===== src/rtl/memory_access_arbiter_if.sv =====
// rtl/memory_access_arbiter_if.sv - requester and external memory bus bundle for memory_access_arbiter
interface memory_access_arbiter_if;
  logic        req0_valid;
  logic        req0_write;
  logic [31:0] req0_addr;
  logic [31:0] req0_wdata;
  logic        req0_done;
  logic [31:0] req0_rdata;

  logic        req1_valid;
  logic        req1_write;
  logic [31:0] req1_addr;
  logic [31:0] req1_wdata;
  logic        req1_done;
  logic [31:0] req1_rdata;

  logic        pause;
  logic        ext_control;
  logic [31:0] ext_address;
  logic [31:0] ext_data;
  logic [2:0]  ext_read_mode;
  logic [2:0]  ext_write_mode;
  logic [31:0] ext_data_out;
  logic        busy;

  modport slave (
    input  req0_valid, req0_write, req0_addr, req0_wdata,
    input  req1_valid, req1_write, req1_addr, req1_wdata,
    input  ext_data_out,
    output req0_done, req0_rdata, req1_done, req1_rdata,
    output pause, ext_control, ext_address, ext_data,
    output ext_read_mode, ext_write_mode, busy
  );

  modport master (
    output req0_valid, req0_write, req0_addr, req0_wdata,
    output req1_valid, req1_write, req1_addr, req1_wdata,
    output ext_data_out,
    input  req0_done, req0_rdata, req1_done, req1_rdata,
    input  pause, ext_control, ext_address, ext_data,
    input  ext_read_mode, ext_write_mode, busy
  );
endinterface


===== src/rtl/memory_access_arbiter.sv =====
// rtl/memory_access_arbiter.sv - round-robin two-port arbiter and sequencer for the external memory port
module memory_access_arbiter #(
  parameter int PAUSE_SETTLE = 2,
  parameter int READ_LATENCY = 2
) (
  input logic                    clk,
  input logic                    rst,
  memory_access_arbiter_if.slave bus
);
  localparam logic [2:0] MODE_NONE = 3'd0;
  localparam logic [2:0] MODE_WORD = 3'd2;

  typedef enum logic [1:0] {IDLE, SETTLE, ACCESS, RESPOND} state_t;

  state_t      state;
  logic [3:0]  cnt;
  logic        cur_port;
  logic        cur_write;
  logic [31:0] cur_addr;
  logic [31:0] cur_wdata;
  logic        last_grant;

  logic        pause_q;
  logic        busy_q;
  logic        ext_control_q;
  logic        done0_q;
  logic        done1_q;
  logic [2:0]  read_mode_q;
  logic [2:0]  write_mode_q;
  logic [31:0] ext_address_q;
  logic [31:0] ext_data_q;
  logic [31:0] rdata0_q;
  logic [31:0] rdata1_q;

  logic        idle_any;
  logic        other_valid;
  logic        grant_port;
  logic        g_write;
  logic [31:0] g_addr;
  logic [31:0] g_wdata;
  logic        launch;
  logic        acc_write;
  logic [31:0] acc_addr;
  logic [31:0] acc_wdata;

  // In RESPOND only the other port may be granted, so one port cannot starve the other.
  always_comb begin
    idle_any    = bus.req0_valid | bus.req1_valid;
    other_valid = cur_port ? bus.req0_valid : bus.req1_valid;
    if (state == RESPOND)
      grant_port = ~cur_port;
    else if (bus.req0_valid && bus.req1_valid)
      grant_port = ~last_grant;
    else
      grant_port = bus.req1_valid;
    g_write   = grant_port ? bus.req1_write : bus.req0_write;
    g_addr    = grant_port ? bus.req1_addr  : bus.req0_addr;
    g_wdata   = grant_port ? bus.req1_wdata : bus.req0_wdata;
    launch    = ((state == SETTLE) && (cnt == 4'd1)) || ((state == RESPOND) && other_valid);
    acc_write = (state == RESPOND) ? g_write : cur_write;
    acc_addr  = (state == RESPOND) ? g_addr  : cur_addr;
    acc_wdata = (state == RESPOND) ? g_wdata : cur_wdata;
  end

  always_ff @(posedge clk or negedge rst) begin
    if (!rst) begin
      state         <= IDLE;
      cnt           <= 4'd0;
      cur_port      <= 1'b0;
      cur_write     <= 1'b0;
      cur_addr      <= 32'd0;
      cur_wdata     <= 32'd0;
      last_grant    <= 1'b1;
      pause_q       <= 1'b0;
      busy_q        <= 1'b0;
      ext_control_q <= 1'b0;
      done0_q       <= 1'b0;
      done1_q       <= 1'b0;
      read_mode_q   <= MODE_NONE;
      write_mode_q  <= MODE_NONE;
      ext_address_q <= 32'd0;
      ext_data_q    <= 32'd0;
      rdata0_q      <= 32'd0;
      rdata1_q      <= 32'd0;
    end else begin
      done0_q <= 1'b0;
      done1_q <= 1'b0;
      case (state)
        IDLE: begin
          if (idle_any) begin
            cur_port   <= grant_port;
            cur_write  <= g_write;
            cur_addr   <= g_addr;
            cur_wdata  <= g_wdata;
            last_grant <= grant_port;
            cnt        <= 4'(PAUSE_SETTLE);
            pause_q    <= 1'b1;
            busy_q     <= 1'b1;
            state      <= SETTLE;
          end
        end
        SETTLE: begin
          if (cnt != 4'd1)
            cnt <= cnt - 4'd1;
        end
        ACCESS: begin
          if (cnt == 4'd1) begin
            ext_control_q <= 1'b0;
            read_mode_q   <= MODE_NONE;
            write_mode_q  <= MODE_NONE;
            state         <= RESPOND;
            if (cur_port) begin
              done1_q <= 1'b1;
              if (!cur_write)
                rdata1_q <= bus.ext_data_out;
            end else begin
              done0_q <= 1'b1;
              if (!cur_write)
                rdata0_q <= bus.ext_data_out;
            end
          end else begin
            cnt <= cnt - 4'd1;
          end
        end
        RESPOND: begin
          if (other_valid) begin
            cur_port   <= grant_port;
            cur_write  <= g_write;
            cur_addr   <= g_addr;
            cur_wdata  <= g_wdata;
            last_grant <= grant_port;
          end else begin
            pause_q <= 1'b0;
            busy_q  <= 1'b0;
            state   <= IDLE;
          end
        end
        default: state <= IDLE;
      endcase

      // Shared access launch: end of SETTLE, or a back-to-back grant from RESPOND.
      if (launch) begin
        state         <= ACCESS;
        ext_control_q <= 1'b1;
        ext_address_q <= acc_addr;
        ext_data_q    <= acc_wdata;
        write_mode_q  <= acc_write ? MODE_WORD : MODE_NONE;
        read_mode_q   <= acc_write ? MODE_NONE : MODE_WORD;
        cnt           <= acc_write ? 4'd1 : 4'(READ_LATENCY);
      end
    end
  end

  assign bus.pause          = pause_q;
  assign bus.busy           = busy_q;
  assign bus.ext_control    = ext_control_q;
  assign bus.ext_address    = ext_address_q;
  assign bus.ext_data       = ext_data_q;
  assign bus.ext_read_mode  = read_mode_q;
  assign bus.ext_write_mode = write_mode_q;
  assign bus.req0_done      = done0_q;
  assign bus.req1_done      = done1_q;
  assign bus.req0_rdata     = rdata0_q;
  assign bus.req1_rdata     = rdata1_q;
endmodule

===== src/flat_wrapper.sv =====
// flat-port wrapper written by rule: the top's interface ports become plain ports
module memory_access_arbiter_flat 
#(
  parameter int PAUSE_SETTLE = 2,
  parameter int READ_LATENCY = 2
)
  (clk, rst, bus_req0_valid, bus_req0_write, bus_req0_addr, bus_req0_wdata, bus_req1_valid, bus_req1_write, bus_req1_addr, bus_req1_wdata, bus_ext_data_out, bus_req0_done, bus_req0_rdata, bus_req1_done, bus_req1_rdata, bus_pause, bus_ext_control, bus_ext_address, bus_ext_data, bus_ext_read_mode, bus_ext_write_mode, bus_busy);
  memory_access_arbiter_if bus_i ();
  input logic clk;
  input logic rst;
  input wire logic [$bits(bus_i.req0_valid)-1:0] bus_req0_valid;
  input wire logic [$bits(bus_i.req0_write)-1:0] bus_req0_write;
  input wire logic [$bits(bus_i.req0_addr)-1:0] bus_req0_addr;
  input wire logic [$bits(bus_i.req0_wdata)-1:0] bus_req0_wdata;
  input wire logic [$bits(bus_i.req1_valid)-1:0] bus_req1_valid;
  input wire logic [$bits(bus_i.req1_write)-1:0] bus_req1_write;
  input wire logic [$bits(bus_i.req1_addr)-1:0] bus_req1_addr;
  input wire logic [$bits(bus_i.req1_wdata)-1:0] bus_req1_wdata;
  input wire logic [$bits(bus_i.ext_data_out)-1:0] bus_ext_data_out;
  output wire logic [$bits(bus_i.req0_done)-1:0] bus_req0_done;
  output wire logic [$bits(bus_i.req0_rdata)-1:0] bus_req0_rdata;
  output wire logic [$bits(bus_i.req1_done)-1:0] bus_req1_done;
  output wire logic [$bits(bus_i.req1_rdata)-1:0] bus_req1_rdata;
  output wire logic [$bits(bus_i.pause)-1:0] bus_pause;
  output wire logic [$bits(bus_i.ext_control)-1:0] bus_ext_control;
  output wire logic [$bits(bus_i.ext_address)-1:0] bus_ext_address;
  output wire logic [$bits(bus_i.ext_data)-1:0] bus_ext_data;
  output wire logic [$bits(bus_i.ext_read_mode)-1:0] bus_ext_read_mode;
  output wire logic [$bits(bus_i.ext_write_mode)-1:0] bus_ext_write_mode;
  output wire logic [$bits(bus_i.busy)-1:0] bus_busy;
  assign bus_i.req0_valid = bus_req0_valid;
  assign bus_i.req0_write = bus_req0_write;
  assign bus_i.req0_addr = bus_req0_addr;
  assign bus_i.req0_wdata = bus_req0_wdata;
  assign bus_i.req1_valid = bus_req1_valid;
  assign bus_i.req1_write = bus_req1_write;
  assign bus_i.req1_addr = bus_req1_addr;
  assign bus_i.req1_wdata = bus_req1_wdata;
  assign bus_i.ext_data_out = bus_ext_data_out;
  assign bus_req0_done = bus_i.req0_done;
  assign bus_req0_rdata = bus_i.req0_rdata;
  assign bus_req1_done = bus_i.req1_done;
  assign bus_req1_rdata = bus_i.req1_rdata;
  assign bus_pause = bus_i.pause;
  assign bus_ext_control = bus_i.ext_control;
  assign bus_ext_address = bus_i.ext_address;
  assign bus_ext_data = bus_i.ext_data;
  assign bus_ext_read_mode = bus_i.ext_read_mode;
  assign bus_ext_write_mode = bus_i.ext_write_mode;
  assign bus_busy = bus_i.busy;
  memory_access_arbiter #(.PAUSE_SETTLE(PAUSE_SETTLE), .READ_LATENCY(READ_LATENCY)) u_core (.clk(clk), .rst(rst), .bus(bus_i));
endmodule

===== config.mk =====
export PLATFORM = sky130hd
export DESIGN_NAME = memory_access_arbiter_flat
export DESIGN_NICKNAME = d
export VERILOG_FILES = /design/src/rtl/memory_access_arbiter_if.sv /design/src/rtl/memory_access_arbiter.sv /design/src/flat_wrapper.sv
export SDC_FILE = /design/constraint.sdc
export NUM_CORES = 1
export LEC_CHECK = 0
export CAP_MARGIN = 20
export CORE_MARGIN = 2
export CORE_UTILIZATION = 51
export DETAILED_ROUTE_END_ITERATION = 8
export GPL_TIMING_DRIVEN = 0
export PLACE_DENSITY = 0.87
export SLEW_MARGIN = 20
export SYNTH_ARGS = -nofsm -noshare
export SYNTH_HDL_FRONTEND = slang
export SYNTH_SLANG_ARGS = --single-unit

===== constraint.sdc =====
create_clock -name clk -period 3.5 [get_ports clk]
set_input_delay 0.35 -clock clk [delete_from_list [all_inputs] [get_ports clk]]
set_output_delay 0.35 -clock clk [all_outputs]
set_load 0.01 [all_outputs]

; After elaboration in Yosys (flattened, before gate mapping)
; Index checks and enable logic that the tools add are counted.
[totals]
output_inout_bits = 139
input_bits = 166
latchBits = 0
n_memories = 0
ff_bits = 211
elab_cells = 102
ramBits = 0
romBits = 0
[classes]
reduce_logical = 17
shift = 0
mul = 0
bitwise = 4
n_lt_le_gt_ge = 0
addsub = 1
n_div = 0
n_eq_ne = 13
n_mux = 50
[op_table]
columns = operator, n
row1 = $mux W32, 8
row2 = $pmux W32 S2, 2
row3 = $mux W1, 20
row4 = $mux W4, 4
row5 = $reduce_and A4 Y1, 4
row6 = $mux W2, 7
row7 = $mux W3, 4
row8 = $pmux W4 S3, 1
row9 = $reduce_bool A4 Y1, 2
row10 = $ne A3 B1 Y1 const B, 2
row11 = $ne A3 B2 Y1 const B, 2
row12 = $pmux W1 S2, 3
row13 = $pmux W2 S3, 1
row14 = $reduce_and A3 Y1, 2
row15 = $reduce_bool A2 Y1, 3
row16 = $eq A2 B2 Y1 const B, 2
row17 = $eq A4 B1 Y1 const B, 1
row18 = $ne A2 B1 Y1 const B, 2
row19 = $ne A4 B1 Y1 const B, 1
row20 = $sub A4 B1 Y4 const B, 1
row21 = $logic_and A1 B1 Y1, 3
row22 = $ne A3 B3 Y1 const B, 1
row23 = $not A1 Y1, 3
row24 = $eq A2 B1 Y1 const B, 1
row25 = other kinds (5), 5

; Logic depth before layout (Yosys ltp)
; Gate-level depths: netlist (run 1).
[depth]
word_depth = 7
depth_mapped = 8

; Worst setup path before layout (run 1)
; No wires, ideal clock.
[synth_timing]
path_kind = register -> register
from = register u_core.state[0]
to = register u_core.cur_wdata[10]
setup_time_ps = 125
setup_slack_ps = 1409
path_stages_with_launch = 9
arrival_time_ps = 1967
cell_sequence = dfrtp_1 ha_1 buf_4 nor2b_2 a31oi_2 buf_6 buf_6 mux2_1 mux2_2
[synth_between]
elab_chain_len = 5
word_cells_on_any_way = 11
classes_between = eq/ne (3) / mux (5) / reduce/logical (3)
[synth_rtl]
columns = item, line_no
row1 = from (decl), memory_access_arbiter.sv:15  ; state_t state;
row2 = from (signal assigned), memory_access_arbiter.sv:67  ; state <= IDLE;
row3 = from (signal assigned), memory_access_arbiter.sv:99  ; state <= SETTLE;
row4 = from (signal assigned), memory_access_arbiter.sv:111  ; state <= RESPOND;
row5 = $eq A2 B2 Y1, "memory_access_arbiter.sv:50, memory_access_arbiter.sv:88"
row6 = $mux W1, memory_access_arbiter.sv:50  ; if (state == RESPOND)
row7 = $mux W32, memory_access_arbiter.sv:58  ; g_wdata = grant_port ? bus.req1_wdata : bus.req0_wdata;
row8 = $mux W32 (on tied branches), "memory_access_arbiter.sv:126, memory_access_arbiter.sv:90"
row9 = $pmux W32 S2, memory_access_arbiter.sv:88  ; case (state)
row10 = to (signal assigned), memory_access_arbiter.sv:94  ; cur_wdata <= g_wdata;
row11 = to (signal assigned), memory_access_arbiter.sv:130  ; cur_wdata <= g_wdata;
row12 = to (decl), memory_access_arbiter.sv:20  ; logic [31:0] cur_wdata;
; Several ways; a longest one is shown, not always the timed one. The select of a mux whose other input is x is not followed.
; A chain may end at the register's enable or synchronous reset.

; Worst setup path in the final report (run 1)
[layout_timing]
from = register u_core.state[0]
to = register u_core.ext_address_q[11], in the netlist u_core.bus.ext_address[11]
[layout_between]
elab_chain_len = 4
word_cells_on_any_way = 8
classes_between = eq/ne (2) / mux (3) / reduce/logical (3)
[layout_rtl]
columns = item, line_no
row1 = $eq A2 B2 Y1, "memory_access_arbiter.sv:50, memory_access_arbiter.sv:59, memory_access_arbiter.sv:61"
row2 = $mux W1, memory_access_arbiter.sv:50
row3 = $mux W32, memory_access_arbiter.sv:57  ; g_addr = grant_port ? bus.req1_addr : bus.req0_addr;
row4 = $mux W32, memory_access_arbiter.sv:61  ; acc_addr = (state == RESPOND) ? g_addr : cur_addr;
row5 = to (signal assigned), memory_access_arbiter.sv:145  ; ext_address_q <= acc_addr;
row6 = to (decl), memory_access_arbiter.sv:30  ; logic [31:0] ext_address_q;
; Several ways; a longest one is shown, not always the timed one.

==> reports/metrics.cfg, run 1 <==
[drt]
drc = 0
avgViaCountPerCell = 5.42
post_drt_wl_per_cell_um = 19.7
drt_iter0_drc = 403
wl_um = 29100
vias = 7987
dr.pass1.iters = 4
ant_nets = 0

[die]
start_util = 0.522
die_y_um = 145
rows = 51
die-area_um2 = 21100
die_x_um = 145
core_um2 = 19500
io_pins = 305

[logic_synthesis]
yosys.area.top_type = dfrtp_1
ys_warn_count = 0
yosysUniqueCellTypes = 41
synth-seq-cells = 207
synth_seq_area_share = 0.509
syn_area_per_cell_um2 = 11.9
synth_top_area_frac = 0.506
synth_area_um2 = 10200
syn_inst = 859
ys_top_cells_by_area = dfrtp_1, mux2_2, mux2i_1

[status]
status = finished clean

[run]
drv_cap = 0

[sta]
max_freq_mhz = 415
finalHoldViolCount = 0
finalCritPeriodShare = 0.689
finalSetupViolations = 0
clock_skew_ps = 9.98
rsz0062_at_grt = no
slew_headroom = 0.594
fin_tns_setup_ps = 0
fin_ws_ps = 1090
maxSlewViolCount = 0
worst_pin_slew_ps = 608
period_minus_slack_ps = 2410

[global_routing]
grt_use_met3 = 0.0585
use_met1 = 0.346
grt_max_degree = 86
busiest_layer = met2
track_usage = 0.270
grt-ovfl-total = 0
use_met2 = 0.460
antenna_found_initial = 3
first_global_vias = 8224
grt_pass1_wl_um = 45800

[worst_setup_path]
crit_path_start_kind = register
crit_buf_inv = 4
cp_top_family = buffers and inverters
crit_fanout = 10
crit_required_ps = 3860
cp_cell_sequence = ha_1, buf_4, inv_2, clkbuf_1, clkbuf_1, nor2_1, a21oi_1, o21ai_0
slowest_stage = clkbuf_1
critical_path.most_common_cell = clkbuf_1
worstPathArrival_ps = 2780
endpoint_kind = register
crit_type = register to register
max_stage_delay_ps = 480

[final_layout]
instances_no_fill = 1473
drive_gt1_frac = 0.220
nets = 1363
final_common_cell = clkdlybuf4s50_1
final_cell_mix = clkdlybuf4s50_1, dfrtp_1, mux2_2, nand2_1, nor2_1
n_fill_cell = 1349
syn2layout_area_growth_pct = 41.3

[clock_network]
post_cts_buffers = 0
clk_pin_slew_ps = 60
cts_max_level = 1
cts_buffers = 23
cts_tree = done
cts.sinks = 207
cts_resized = 0
clockRootBuffer = clkbuf_16
cts_buffer_depth = 3
clkLatencyLatePin_ps = 500

[worst_hold_path]
hp-class = input pin to asynchronous set/reset pin

[placement]
dp_slack_ps = 877
placed_cells = 1429
hpwl_um = 20900
placement.io_buffers = 300
gp_congestion = 0.858

[power_and_ir_drop]
power_density_nw_per_um2 = 855
vdd_ir_drop_max_v = 0.000465
p_leak_nw = 6.34

[synthesized netlist by cell type, drive strengths merged]
library cell,instances
and3,1
a211oi,2
conb,1
a22oi,2
nor3b,2
a31o,1
o31ai,2
a21oi,68
o311ai,1
nand2b,8
mux2i,68
inv,7
o21bai,1
a21o,1
dfstp,1
a22o,2
and2,1
clkbuf,19
nor2b,2
nor3,2
a31oi,4
nand2,69
mux2,197
or2,1
a311oi,2
dfrtp,206
o21ai,66
nor2,69
buf,46
ha,7
[where the power goes]
group	internal, W	switching, W
sequential	0.00346	0.000626
clock	0.00151	0.000967
combinational	0.00313	0.00261
total	0.00810	0.00420
[layout make-up]
| class | instances | area [um2] | share of cell area |
|---|---|---|---|
| Sequential cell | 207 | 5180 | 0.360 |
| Inverter | 7 | 26.3 | 0.00183 |
| Buffer | 65 | 407 | 0.0283 |
| Clock buffer | 33 | 683 | 0.0475 |
| Multi-Input combinational cell | 583 | 4580 | 0.318 |
| Timing Repair Buffer | 303 | 3070 | 0.214 |
| Tap cell | 265 | 332 | 0.0230 |
| Clock inverter | 8 | 100 | 0.00696 |
| Antenna cell | 2 | 5.00 | 0.000348 |
[logic make-up after synthesis]
group                    after synthesis  share of synthesized area
other                                  1                   0.000368
AND/OR/NAND/NOR                      155                     0.0631
adder cells (fa/ha/maj)                7                    0.00860
flip-flops                           207                      0.509
buffers and inverters                 72                     0.0425
AO/OA/AOI/OAI                        152                     0.0810
multiplexers                         265                      0.296
[sequential cells by signal (all words and copies together), names as in the netlist, 2 cells and up]
register and cells:
u_core.bus.req0_rdata 32, u_core.bus.ext_address 32, u_core.bus.ext_data 32, u_core.cur_wdata 32, u_core.cnt 4, u_core.cur_addr 32
u_core.bus.req1_rdata 32, u_core.state 2
[routing by layer]
metal | wire (um) | up-vias
li1 | - | 3668
met1 | 11800 | 3945
met2 | 14300 | 317
met3 | 2060 | 55
met4 | 844 | 2
met5 | 11 | -
[final timing paths]
check                                             end                   start  depth (start not counted)  slack, ps
min in group clk               u_core.bus.ext_control  u_core.bus.ext_control                          2        470
max reg2reg                u_core.bus.ext_address[11]         u_core.state[0]                          8       1090
min                         u_core.bus.req1_rdata[20]                     rst                          2        370
max in group asynchronous   u_core.bus.req1_rdata[10]                     rst                          3       2340
max                        u_core.bus.ext_address[11]         u_core.state[0]                          8       1090
min reg2reg                    u_core.bus.ext_control  u_core.bus.ext_control                          2        470
[worst register-to-register path, cell delays in order (launching register included)]
cell and delay, ps:
dfrtp_1 430, ha_1 220, buf_4 170, inv_2 100, clkbuf_1 460, clkbuf_1 480
nor2_1 120, a21oi_1 180, o21ai_0 120
[stage by stage]
| stage | total power (W) | instance area (um2) | util | hold slack [ps] |
|---|---|---|---|---|
| floorplan | 0.00741 | 10200 | - | 54.4 |
| global placement | 0.00963 | 13500 | 0.693 | 461 |
| detailed placement | 0.00984 | 13600 | 0.696 | 308 |
| CTS | 0.0124 | 14400 | 0.737 | 398 |
| global route | 0.0130 | 14400 | 0.737 | 418 |
| finish | 0.0123 | 14400 | 0.737 | 367 |
[what timing repair did]
item | in CTS | in global routing
hold buffers | 1 | 0
hold endpoints to repair | 53 | 0
setup endpoints to repair | 0 | 0
(Power assumes the default switching activity.)
==> run 2, diff against run 1 <==
--- a/config.mk
+++ b/config.mk
@@ -7,10 +7,10 @@
 export LEC_CHECK = 0
 export CAP_MARGIN = 20
 export CORE_MARGIN = 2
-export CORE_UTILIZATION = 51
+export CORE_UTILIZATION = 43
 export DETAILED_ROUTE_END_ITERATION = 8
 export GPL_TIMING_DRIVEN = 0
-export PLACE_DENSITY = 0.87
+export PLACE_DENSITY = 0.78
 export SLEW_MARGIN = 20
 export SYNTH_ARGS = -nofsm -noshare
 export SYNTH_HDL_FRONTEND = slang
==> constraint.sdc (replaced) <==
create_clock -name clk -period 2.1 [get_ports clk]
set_input_delay 0.21 -clock clk [delete_from_list [all_inputs] [get_ports clk]]
set_output_delay 0.21 -clock clk [all_outputs]
set_load 0.01 [all_outputs]
==> reports/metrics.cfg, run 2 (synthesis gave the netlist of run 1 again) <==
[drt]
vias = 7987  ; unchanged
drc = 0  ; unchanged
wl_um = 29600  ; was 29100 um
avgViaCountPerCell = 5.16  ; was 5.42
drt_iter0_drc = 366  ; was 403
ant_nets = 0  ; unchanged
dr.pass1.iters = 4  ; unchanged
post_drt_wl_per_cell_um = 19.1  ; was 19.7 um

[sta]
max_freq_mhz = 479  ; was 415 MHz
period_minus_slack_ps = 2090  ; was 2410 ps
finalSetupViolations = 0  ; unchanged
worst_pin_slew_ps = 580  ; was 608 ps
fin_ws_ps = 13.4  ; was 1090 ps
finalCritPeriodShare = 0.994  ; was 0.689
slew_headroom = 0.613  ; was 0.594
rsz0062_at_grt = yes  ; was no
finalHoldViolCount = 0  ; unchanged
maxSlewViolCount = 0  ; unchanged
clock_skew_ps = 11.2  ; was 9.98 ps

[worst_setup_path]
endpoint_kind = register  ; unchanged
worstPathArrival_ps = 2480  ; was 2780 ps
crit_path_start_kind = register  ; unchanged
reg2reg_slack_ps = 10  ; was 1090 ps
crit_fanout = 5  ; was 10
crit_type = register to register  ; unchanged
crit_required_ps = 2490  ; was 3860 ps

[final_layout]
multi_input_area_um2 = 4670  ; was 4580 um2
drive_gt1_frac = 0.249  ; was 0.220
fin_util = 0.644  ; was 0.737
syn2layout_area_growth_pct = 47.6  ; was 41.3%
nets = 1383  ; was 1363
final_cell_mix = clkdlybuf4s50_1, dfrtp_1, mux2_2, nand2_1, nor2_1  ; unchanged
n_fill_cell = 1831  ; was 1349
final_common_cell = clkdlybuf4s50_1  ; unchanged
register_area_um2 = 5180  ; about the same

[global_routing]
antenna_found_initial = 1  ; was 3
grt_max_degree = 98  ; was 86
grt_pass1_wl_um = 44300  ; was 45800 um
grt-ovfl-total = 0  ; unchanged
track_usage = 0.228  ; was 0.270
first_global_vias = 8239  ; was 8224

[clock_network]
cts_buffers = 24  ; was 23
clkLatencyLatePin_ps = 500  ; about the same
cts_tree = done  ; unchanged
cts_max_level = 1  ; unchanged
clockRootBuffer = clkbuf_16  ; unchanged
clk_pin_slew_ps = 60  ; about the same
cts.sinks = 207  ; unchanged
cts_buffer_depth = 3  ; unchanged

[die]
die_y_um = 158  ; was 145 um
core_um2 = 23300  ; was 19500 um2
die-area_um2 = 24900  ; was 21100 um2
start_util = 0.437  ; was 0.522
die_x_um = 158  ; was 145 um
rows = 56  ; was 51
io_pins = 305  ; unchanged

[placement]
dp_slack_ps = -406  ; was 877 ps
hpwl_um = 20700  ; was 20900 um
gp_congestion = 0.822  ; was 0.858
placement.io_buffers = 300  ; unchanged

[power_and_ir_drop]
p_leak_nw = 6.63  ; was 6.34 nW
power_density_nw_per_um2 = 1450  ; was 855 nW/um2
vdd_ir_drop_max_v = 0.000795  ; was 0.000465 V

[worst_hold_path]
hp-class = input pin to asynchronous set/reset pin  ; unchanged

[status]
status = finished clean  ; unchanged

[run]
drv_cap = 0  ; unchanged

run 2: cell types whose count changed in the layout (fill, tap and decap cells not counted), sizes merged:
cell,change
buf,+11
bufinv,+2
clkbuf,+10
clkinv,-2
clkinvlp,+2
diode,-1
inv,-1
run 2: per-stage QoR:
step	total power, W	area (um2)	hold slack (ps)	TNS [ps]	instances
2_1_floorplan	0.0124	10200	-85.6	0	862
3_3_place_gp	0.0162	13600	459	-1692590	1481
3_5_place_dp	0.0165	13700	40.3	-44700	1483
4_1_cts	0.0212	14700	97.5	-269	1535
5_1_grt	0.0231	15000	118	-264	1548
6_report	0.0218	15000	116	0	1548
run 2: worst paths after layout:
kind,from,endpoint,cells past startpoint
setup / recovery,u_core.state[0],u_core.cur_addr[28],8
hold / removal,rst,u_core.bus.req0_rdata[19],2
setup reg to reg,u_core.state[0],u_core.cur_addr[28],8
hold reg to reg,u_core.bus.ext_read_mode[1],u_core.bus.ext_read_mode[1],1
max in group asynchronous,rst,u_core.cur_wdata[5],3
min in group clk,bus_ext_data_out[18],u_core.bus.req1_rdata[18],2
run 2: critical path, stage by stage (launching register included):
cell	delay (ps)
dfrtp_2	450
ha_4	190
nor2b_4	130
a31oi_4	170
buf_12	150
buf_8	140
clkbuf_16	150
mux2_2	320
mux2_2	270
run 2: report_power, final:
group | switching (W) | internal, W
clock | 0.00165 | 0.00278
sequential | 0.00105 | 0.00578
combinational | 0.00456 | 0.00601
total | 0.00726 | 0.0146
run 2: repair_timing:
item                                    in CTS  in global routing
pin swaps                                    3                  2
gates cloned                                 1                  6
endpoints found under the setup margin     163                156
buffers inserted                             9                  7
endpoints found under the hold margin      206                  0
hold buffers                                 1                  0
gates resized for setup                     22                 52
run 2: area by class of cell:
type,count,area share
Tap cell,319,0.0266
Sequential cell,207,0.345
Inverter,7,0.00175
Timing Repair Buffer,326,0.225
Clock inverter,9,0.00999
Buffer,61,0.0350
Clock buffer,35,0.0461
Multi-Input combinational cell,583,0.311
Antenna cell,1,0.000167
run 2: routing by layer:
metal | global-route usage | vias to the layer above | wire [um] | share of wire
li1 | - | 3700 | - | -
met1 | 0.281 | 3955 | 12100 | 0.41
met2 | 0.395 | 286 | 14500 | 0.49
met3 | 0.0567 | 46 | 2200 | 0.074
met4 | 0.0641 | 0 | 789 | 0.027
met5 | 0 | - | 0 | 0
==> run 3, diff against run 2 <==
--- a/config.mk
+++ b/config.mk
@@ -5,7 +5,9 @@
 export SDC_FILE = /design/constraint.sdc
 export NUM_CORES = 1
 export LEC_CHECK = 0
+export ABC_CLOCK_PERIOD_IN_PS = 2100
 export CAP_MARGIN = 20
+export CORE_ASPECT_RATIO = 1.75
 export CORE_MARGIN = 2
 export CORE_UTILIZATION = 43
 export DETAILED_ROUTE_END_ITERATION = 8
==> reports/metrics.cfg, run 3 (synthesis gave the netlist of run 1 again) <==
[global_routing]
grt_pass1_wl_um = 46500  ; was 44300 um
track_usage = 0.235  ; was 0.228
antenna_found_initial = 2  ; was 1
grt-ovfl-total = 0  ; unchanged
use_met2 = 0.436  ; was 0.395
grt_use_met3 = 0.0412  ; was 0.0567
busiest_layer = met2  ; unchanged
grt_max_degree = 77  ; was 98
first_global_vias = 8497  ; was 8239
use_met1 = 0.257  ; was 0.281

[drt]
ant_nets = 0  ; unchanged
avgViaCountPerCell = 5.23  ; was 5.16
vias = 8043  ; was 7987
drt_iter0_drc = 388  ; was 366
dr.pass1.iters = 4  ; unchanged
drc = 0  ; unchanged
wl_um = 30800  ; was 29600 um
post_drt_wl_per_cell_um = 20.0  ; was 19.1 um

[sta]
maxSlewViolCount = 0  ; unchanged
worst_pin_slew_ps = 515  ; was 580 ps
finalSetupViolations = 0  ; unchanged
finalCritPeriodShare = 0.993  ; was 0.994
rsz0062_at_grt = yes  ; unchanged
slew_headroom = 0.655  ; was 0.613
clock_skew_ps = 7.80  ; was 11.2 ps
finalHoldViolCount = 0  ; unchanged
period_minus_slack_ps = 2080  ; was 2090 ps
fin_tns_setup_ps = 0  ; unchanged
max_freq_mhz = 480  ; was 479 MHz

[clock_network]
clockRootBuffer = clkbuf_16  ; unchanged
cts_max_level = 1  ; unchanged
cts.sinks = 207  ; unchanged
clk_pin_slew_ps = 60  ; about the same
cts_buffer_depth = 3  ; unchanged
clkLatencyLatePin_ps = 500  ; about the same
cts_tree = done  ; unchanged
cts_buffers = 21  ; was 24

[final_layout]
nets = 1389  ; was 1383
multi_input_area_um2 = 4870  ; was 4670 um2
fin_util = 0.650  ; was 0.644
drive_gt1_frac = 0.272  ; was 0.249
finalInstanceArea_um2 = 15200  ; was 15000 um2
register_area_um2 = 5180  ; unchanged
final_common_cell = clkdlybuf4s50_1  ; unchanged
n_fill_cell = 1829  ; was 1831
final_cell_mix = clkdlybuf4s50_1, dfrtp_1, mux2_2, mux2_4  ; was clkdlybuf4s50_1, dfrtp_1, mux2_2, nand2_1, nor2_1
syn2layout_area_growth_pct = 48.9  ; was 47.6%

[die]
die-area_um2 = 25000  ; was 24900 um2
core_um2 = 23300  ; unchanged
rows = 74  ; was 56
start_util = 0.437  ; unchanged
die_y_um = 208  ; was 158 um
io_pins = 305  ; unchanged
die_x_um = 120  ; was 158 um

[power_and_ir_drop]
p_leak_nw = 6.85  ; was 6.63 nW
power_density_nw_per_um2 = 1460  ; was 1450 nW/um2
vdd_ir_drop_max_v = 0.000901  ; was 0.000795 V

[run]
drv_cap = 0  ; unchanged

[worst_setup_path]
crit-reg2reg-launch = u_core.state[0]  ; unchanged
crit_required_ps = 2480  ; was 2490 ps
crit_path_start_kind = register  ; unchanged
reg2reg_slack_ps = 20  ; was 10 ps
worstPathArrival_ps = 2460  ; was 2480 ps
r2r_end = u_core.cur_wdata[4]  ; was u_core.cur_addr[28]
crit_fanout = 5  ; unchanged
endpoint_kind = register  ; unchanged
worst_r2r_path_depth = 7  ; was 8
crit_type = register to register  ; unchanged

[placement]
hpwl_um = 21300  ; was 20700 um
dpl_cell_area_um2 = 13600  ; was 13700 um2
placement.io_buffers = 300  ; unchanged
gp_congestion = 0.820  ; was 0.822

[worst_hold_path]
hp-class = input pin to asynchronous set/reset pin  ; unchanged

[status]
status = finished clean  ; unchanged

## run 3: changes by cell type in the layout (fill, tap and decap cells not counted), moves of 3 or more
cell	before	now
buf_4	29	40
clkbuf_16	30	26
mux2_2	134	105
mux2_4	38	90
mux2_1	25	2
clkbuf_4	6	3
## run 3: final cells by class
class | instances | area share
tap | 304 | 0.0251
clock inverter | 7 | 0.00916
sequential | 207 | 0.342
antenna | 2 | 0.000330
clock buffer | 31 | 0.0391
multi-input combinational | 583 | 0.321
timing repair buffer | 335 | 0.227
inverter | 7 | 0.00173
buffer | 61 | 0.0348
## run 3: through the flow
stage	setup WS, ps	hold WS (ps)	instances	total power, W
after floorplan	8.64	-85.6	862	0.0124
after global placement	-8080	461	1466	0.0162
after detailed placement	-435	168	1468	0.0165
after CTS	-65.0	229	1521	0.0213
after global routing	-46.8	265	1537	0.0234
final	15.4	221	1537	0.0222
## run 3: what timing repair did
action,4_1_cts,5_1_grt
resized for setup,58,83
hold buffers,1,0
cloned,2,6
buffers inserted,14,12
pin swaps,4,3
setup endpoints to repair,162,184
hold endpoints to repair,57,0
## run 3: worst max-delay path by stage
stage                         start                         to  slack [ps]
floorplan           u_core.state[0]       u_core.cur_wdata[10]           9
global placement                rst  u_core.bus.req0_rdata[25]       -8080
detailed placement  u_core.state[0]  u_core.bus.ext_address[2]        -440
CTS                 u_core.state[0]       u_core.cur_wdata[15]         -60
global route        u_core.state[0]        u_core.cur_addr[31]         -50
finish              u_core.state[0]        u_core.cur_wdata[4]          20
## run 3: power breakdown
group	leakage [nW]	switching [W]	internal [W]	total (W)
clock	0.358	0.00157	0.00245	0.00403
combinational	3.94	0.00486	0.00648	0.0113
sequential	2.55	0.00101	0.00577	0.00678
## run 3: metal layers
| metal | up-vias | share of wire |
|---|---|---|
| met5 | - | 0 |
| met4 | 0 | 0.041 |
| met3 | 72 | 0.052 |
| met2 | 269 | 0.54 |
| met1 | 3982 | 0.37 |
| li1 | 3720 | - |
## run 3: worst max-delay path, stage by stage, from the launching register on
cell	delay [ps]
dfrtp_2	440
ha_4	190
nor2b_4	130
a31oi_4	280
clkbuf_16	230
buf_12	120
mux2_4	310
mux2_4	260
